### src/rtl/lottery_pkg.sv
// Shared definitions for the lottery draw engine: FSM encoding, LFSR defaults
// and the Galois step used by the LFSR sub-module.
package lottery_pkg;

    typedef logic [1:0] state_t;

    localparam state_t ST_OPEN    = 2'd0;
    localparam state_t ST_SPIN    = 2'd1;
    localparam state_t ST_PRESENT = 2'd2;
    localparam state_t ST_DONE    = 2'd3;

    localparam logic [15:0] DEFAULT_TAPS = 16'hB400;
    localparam logic [15:0] DEFAULT_SEED = 16'hACE1;

    // Right-shifting Galois step; operands are zero-extended so any width up to 32 works.
    function automatic logic [31:0] lfsr_step(input logic [31:0] value, input logic [31:0] taps);
        return (value >> 1) ^ (value[0] ? taps : 32'd0);
    endfunction

endpackage

### src/rtl/lottery_lfsr.sv
// Galois LFSR that free-runs every cycle, optionally perturbed by an XOR term,
// and never settles on the all-zero lock-up state.
module lottery_lfsr
    import lottery_pkg::*;
#(
    parameter int                LFSR_W = 16,
    parameter int                OUT_W  = 5,
    parameter logic [LFSR_W-1:0] TAPS   = LFSR_W'(DEFAULT_TAPS),
    parameter logic [LFSR_W-1:0] SEED   = LFSR_W'(DEFAULT_SEED)
) (
    input  logic              clk,
    input  logic              reset,
    input  logic              load_en,
    input  logic [LFSR_W-1:0] load_xor,
    output logic [OUT_W-1:0]  value
);

    logic [LFSR_W-1:0] value_reg;
    logic [31:0]       value_next;

    // Zero check runs on the full-width result; the bits above LFSR_W are always zero.
    always_comb begin
        value_next = lfsr_step(32'(value_reg), 32'(TAPS));
        if (load_en) begin
            value_next = value_next ^ 32'(load_xor);
        end
        if (value_next == 32'd0) begin
            value_next = 32'd1;
        end
    end

    always_ff @(posedge clk) begin
        if (reset) begin
            value_reg <= SEED;
        end else begin
            value_reg <= value_next[LFSR_W-1:0];
        end
    end

    assign value = value_reg[OUT_W-1:0];

endmodule

### src/rtl/lottery_draw.sv
// Multi-winner lottery: entrants register an eligibility bit, then distinct
// eligible entries are drawn by LFSR rejection sampling and handed out on valid/ack.
module lottery_draw
    import lottery_pkg::*;
#(
    parameter int                MAX_ENTRIES = 32,
    parameter int                ID_W        = $clog2(MAX_ENTRIES),
    parameter int                NUM_WINNERS = 1,
    parameter int                LFSR_W      = 16,
    parameter logic [LFSR_W-1:0] LFSR_TAPS   = 16'hB400,
    parameter logic [LFSR_W-1:0] SEED        = 16'hACE1
) (
    input  logic            clk,
    input  logic            reset,
    input  logic            write,
    input  logic            luckybit,
    input  logic            stop,
    input  logic            restart,
    input  logic            winner_ack,
    output logic [ID_W:0]   id,
    output logic            full,
    output logic [ID_W-1:0] winner,
    output logic            winner_valid,
    output logic            no_winner,
    output logic            draw_done,
    output logic            busy
);

    state_t                 state_reg;
    logic [ID_W:0]          id_reg;
    logic [ID_W:0]          elig_reg;
    logic [ID_W:0]          win_cnt_reg;
    logic [MAX_ENTRIES-1:0] entry_reg;
    logic [MAX_ENTRIES-1:0] drawn_reg;
    logic [ID_W-1:0]        winner_reg;
    logic                   winner_valid_reg;
    logic                   no_winner_reg;
    logic                   draw_done_reg;

    logic                   full_c;
    logic                   accept_wr;
    logic [ID_W:0]          elig_next;
    logic [ID_W-1:0]        candidate;
    logic                   cand_ok;
    logic                   take;
    logic                   clear_round;
    logic                   round_over;
    logic [LFSR_W-1:0]      load_xor;

    assign full_c      = (id_reg == (ID_W+1)'(MAX_ENTRIES));
    assign accept_wr   = (state_reg == ST_OPEN) && write && !full_c;
    assign elig_next   = elig_reg + ((accept_wr && luckybit) ? (ID_W+1)'(1) : (ID_W+1)'(0));
    assign load_xor    = LFSR_W'(luckybit) ^ (LFSR_W'(id_reg) << 1);

    // Out-of-range candidates are rejected by the id compare before the table bits matter.
    assign cand_ok     = ({1'b0, candidate} < id_reg) && entry_reg[candidate] && !drawn_reg[candidate];
    assign take        = (state_reg == ST_SPIN) && cand_ok;
    assign clear_round = (state_reg == ST_DONE) && restart;
    assign round_over  = (win_cnt_reg == (ID_W+1)'(NUM_WINNERS)) || (win_cnt_reg == elig_reg);

    lottery_lfsr #(
        .LFSR_W (LFSR_W),
        .OUT_W  (ID_W),
        .TAPS   (LFSR_TAPS),
        .SEED   (SEED)
    ) u_lfsr (
        .clk      (clk),
        .reset    (reset),
        .load_en  (accept_wr),
        .load_xor (load_xor),
        .value    (candidate)
    );

    generate
        for (genvar gi = 0; gi < MAX_ENTRIES; gi++) begin : g_slot
            always_ff @(posedge clk) begin
                if (reset || clear_round) begin
                    entry_reg[gi] <= 1'b0;
                    drawn_reg[gi] <= 1'b0;
                end else begin
                    if (accept_wr && (id_reg == (ID_W+1)'(gi))) begin
                        entry_reg[gi] <= luckybit;
                    end
                    if (take && (candidate == ID_W'(gi))) begin
                        drawn_reg[gi] <= 1'b1;
                    end
                end
            end
        end
    endgenerate

    always_ff @(posedge clk) begin
        if (reset) begin
            state_reg        <= ST_OPEN;
            id_reg           <= '0;
            elig_reg         <= '0;
            win_cnt_reg      <= '0;
            winner_reg       <= '0;
            winner_valid_reg <= 1'b0;
            no_winner_reg    <= 1'b0;
            draw_done_reg    <= 1'b0;
        end else begin
            case (state_reg)
                ST_OPEN: begin
                    if (accept_wr) begin
                        id_reg   <= id_reg + (ID_W+1)'(1);
                        elig_reg <= elig_next;
                    end
                    // A write in the same cycle as stop is counted before deciding.
                    if (stop || full_c) begin
                        if (elig_next == '0) begin
                            state_reg     <= ST_DONE;
                            no_winner_reg <= 1'b1;
                            draw_done_reg <= 1'b1;
                        end else begin
                            state_reg <= ST_SPIN;
                        end
                    end
                end
                ST_SPIN: begin
                    if (cand_ok) begin
                        winner_reg       <= candidate;
                        win_cnt_reg      <= win_cnt_reg + (ID_W+1)'(1);
                        winner_valid_reg <= 1'b1;
                        state_reg        <= ST_PRESENT;
                    end
                end
                ST_PRESENT: begin
                    if (winner_ack) begin
                        winner_valid_reg <= 1'b0;
                        if (round_over) begin
                            state_reg     <= ST_DONE;
                            draw_done_reg <= 1'b1;
                        end else begin
                            state_reg <= ST_SPIN;
                        end
                    end
                end
                ST_DONE: begin
                    if (restart) begin
                        id_reg        <= '0;
                        elig_reg      <= '0;
                        win_cnt_reg   <= '0;
                        no_winner_reg <= 1'b0;
                        draw_done_reg <= 1'b0;
                        state_reg     <= ST_OPEN;
                    end
                end
                default: state_reg <= ST_OPEN;
            endcase
        end
    end

    assign id           = id_reg;
    assign full         = full_c;
    assign winner       = winner_reg;
    assign winner_valid = winner_valid_reg;
    assign no_winner    = no_winner_reg;
    assign draw_done    = draw_done_reg;
    assign busy         = (state_reg == ST_SPIN) || (state_reg == ST_PRESENT);

endmodule

### config.mk
export PLATFORM = sky130hd
export DESIGN_NAME = lottery_draw
export DESIGN_NICKNAME = d
export VERILOG_FILES = /design/src/rtl/lottery_pkg.sv /design/src/rtl/lottery_lfsr.sv /design/src/rtl/lottery_draw.sv
export SDC_FILE = /design/constraint.sdc
export NUM_CORES = 1
export LEC_CHECK = 0
export CORE_ASPECT_RATIO = 0.5
export CORE_UTILIZATION = 38
export DETAILED_ROUTE_END_ITERATION = 10
export DONT_BUFFER_PORTS = 1
export GPL_ROUTABILITY_DRIVEN = 0
export GPL_TIMING_DRIVEN = 1
export PLACE_DENSITY = 0.51
export SLEW_MARGIN = 10
export SYNTH_ARGS = -nofsm -noshare
export SYNTH_HDL_FRONTEND = slang
export SYNTH_SLANG_ARGS = --single-unit
### constraint.sdc
create_clock -name clk -period 3.25 [get_ports clk]
set_input_delay 0.4875 -clock clk [delete_from_list [all_inputs] [get_ports clk]]
set_output_delay 0.4875 -clock clk [all_outputs]
set_load 0.1 [all_outputs]
==> key figures <==
Layout
  – Area taken by multi-input logic gates: 0.00314 sq mm
  – Fillers: 1,392
  – Nets: 653
  – Final Cell Area: 0.00620 sq mm
  – Final std cells w/o fill: 825
  – Share of cells above drive strength 1: 0.117
  – Antenna Cells: 0
  – Storage cell area: 0.00217 sq mm
  – Area Growth Syn to Fin: 10.4%

Synthesis
  – Post-synth EDFFs: 0
  – Ys Warns: 0
  – Yosys reg bits: 108
  – Synth Instances: 635
  – Dominant synthesized flop cell: dfxtp_1
  – Sequential element share of the synthesized area: 0.385
  – Netlist cell types: 69
  – Cell area after synthesis: 0.00561 sq mm
  – FFs w/ async S/R, synth: 0
  – Syn_nets: 659
  – Syn avg cell area: 8.84 sq um

Power
  – P_sw: 1290 uW
  – Reg power frac: 0.414
  – Switching portion of total power: 0.348
  – Part of the power in the clock network: 0.318
  – Power Dens Cells: 599 mW/mm^2
  – Peak supply drop: 0.000634 V
  – Cell internal pwr: 2420 uW
  – Comb power frac: 0.268
  – Leakage: 0.00246 uW

Timing
  – RSZ-0062 raised after global routing: false
  – Worst slew pin tran: 0.971 ns
  – Endpoints failing hold: 0
  – Slew HR: 0.352
  – Max Fclk: 333 MHz
  – Period utilization: 0.924
  – Final setup fails: 0
  – Tmin final: 3.00 ns
  – Setup_tns: 0 ns
  – Max-slew violation count: 0
  – Final Skew: 0.00777 ns
  – Setup slack after layout: 0.248 ns

Worst setup path
  – Crit-path max cell delay: 0.75 ns
  – Worst-path cell chain: buf_4 > nor2b_1 > nand3_1 > nand4_1 > a2111oi_4 > o221ai_4 > buf_12 > or3_1 > a21oi_1
  – CP max-delay cell: dfxtp_1
  – Critical Path RT: 3.51 ns
  – Critical path endpoint category: flop
  – Setup crit start kind: flop
  – Arr. time, crit path: 3.27 ns
  – R2R setup slack: 0.25 ns
  – Crit-path max FO: 38
  – Crit Path Class: reg2reg
  – Reg2Reg Depth: 9

Clock network
  – Worst-case clock buffer depth: 2
  – Root Driver: clkbuf_16
  – TritonCTS clock tree: done
  – H-tree levels: 3
  – Clk pin slew, worst setup/hold paths: 0.07 ns
  – Post-CTS Setup Bufs: 0
  – Num CTS Buffers: 9
  – CTS Sinks: 108
  – Clock insertion delay at the later pin of the skew report: 0.35 ns

Worst hold path
  – Min-delay worst type: in2reg
  – Cell count of the worst hold path: 1

Place
  – # port buffers: 0
  – Placed cell count: 810
  – Pre-CTS WS: 0.263 ns
  – Dpl hpwl: 10.4 mm
  – Post-Place Cell Area: 0.00588 sq mm

Detailed routing
  – Via density: 5.47
  – Residual DRC: 0
  – Total wire length: 14.7 mm
  – Via total after detailed routing: 4,509
  – DRT Pass-1 Iters: 5
  – DR iter-0 viols: 254
  – Final ANT Viol Nets: 0
  – DR WL/cell: 17.8 um

Floorplanning
  – Chip height: 88.0 um
  – FP Rows: 30
  – Die width: 174 um
  – Core area: 0.0140 sq mm
  – Starting Density: 0.402
  – Die footprint: 0.0153 sq mm
  – I/O pin count: 23

Global route
  – Antenna violations before repair: 0
  – Maximum number of pins on one net before global-route repair: 39
  – Remaining global-route overflow: 0
  – Vias in the first global route: 4,323
  – Gr usage total: 0.203
  – First-pass GRT wire length: 24.3 mm

Flow run
  – MaxCap Viol Count: 0

Run status
  – Status: finished, final reports clean
-- cells in the mapped netlist (9+ instances only) --
master,n,area [sq um]
and2_1,11,68.8
nor4_1,15,93.8
inv_1,23,86.3
nand3b_1,9,67.6
o21ai_0,9,45.0
ha_1,17,213
nand2b_1,10,62.6
a21oi_1,21,105
or3_1,9,56.3
nand3_1,21,105
xnor2_1,16,140
nor3_1,31,155
nor2_1,70,263
dfxtp_1,108,2160
mux2i_1,36,360
nand2_1,52,195
o21a_1,32,240
clkbuf_1,29,109
-- power by group through the flow --
stage | sequential [uW] | combinational [uW] | clock [uW]
2_1_floorplan | 1610 | 691 | 0
3_3_place_gp | 1570 | 988 | 0
3_5_place_dp | 1570 | 985 | 0
4_1_cts | 1540 | 991 | 1210
5_1_grt | 1550 | 1090 | 1260
6_report | 1540 | 993 | 1180
-- worst max-delay path, delay by kind of cell (launching register included) --
kind / cells / cell delay, ns
compound gates: 3 / 0.93
flops: 1 / 0.75
buf+inv: 2 / 0.56
simple gates: 4 / 0.65
-- routing by layer --
layer | global-route usage | wire length, um | vias up
met1 | 0.279 | 7480 | 2194
met3 | 0.0412 | 566 | 10
met4 | 0.0447 | 124 | 0
met2 | 0.333 | 6490 | 67
met5 | 0 | 0 | -
li1 | - | - | 2238
-- final timing paths --
check | startpoint | end
min reg2reg | u_lfsr.value_reg[8] | u_lfsr.value_reg[7]
min | reset | id[0]
max reg2reg | u_lfsr.value_reg[3] | drawn_reg[20]
max | u_lfsr.value_reg[3] | drawn_reg[20]
-- cell families after synthesis --
kind of cell	share of synthesized area
XOR/XNOR	0.0359
AO/OA/AOI/OAI	0.164
adder cells (fa/ha/maj)	0.0379
AND/OR/NAND/NOR	0.227
buffers and inverters	0.0571
multiplexers	0.0923
flip-flops	0.385
-- what timing repair did --
item,in CTS,in global routing
hold buffers,0,0
endpoints found under the setup margin,0,2
resized for setup,0,2
-- cell usage in the layout (no fill, tap or decap), types with 10 or more instances in the layout --
master | synthesis | layout
nand2_1 | 52 | 52
ha_1 | 17 | 17
inv_1 | 23 | 23
mux2i_1 | 36 | 36
nor2_1 | 70 | 70
nor4_1 | 15 | 15
o21a_1 | 32 | 32
dfxtp_1 | 108 | 102
xnor2_1 | 16 | 16
a21oi_1 | 21 | 20
nand3_1 | 21 | 21
buf_4 | 1 | 27
nor3_1 | 31 | 31
nand2b_1 | 10 | 10
-- stage by stage --
step | total power [uW] | hold WS, ns | utilization
after floorplan | 2300 | 0.409 | -
after CTS | 3740 | 0.187 | 0.444
final | 3710 | 0.196 | 0.444
after global placement | 2560 | 0.437 | 0.421
after detailed placement | 2550 | 0.435 | 0.421
after global routing | 3900 | 0.178 | 0.444
-- cell type report --
type | count | share of cell area
Timing Repair Buffer | 29 | 0.0392
Inverter | 23 | 0.0139
Tap cell | 192 | 0.0387
Clock inverter | 4 | 0.0119
Multi-Input combinational cell | 458 | 0.506
Clock buffer | 11 | 0.0392
Sequential cell | 108 | 0.351
No activity file was read; power rests on OpenSTA's default activity.
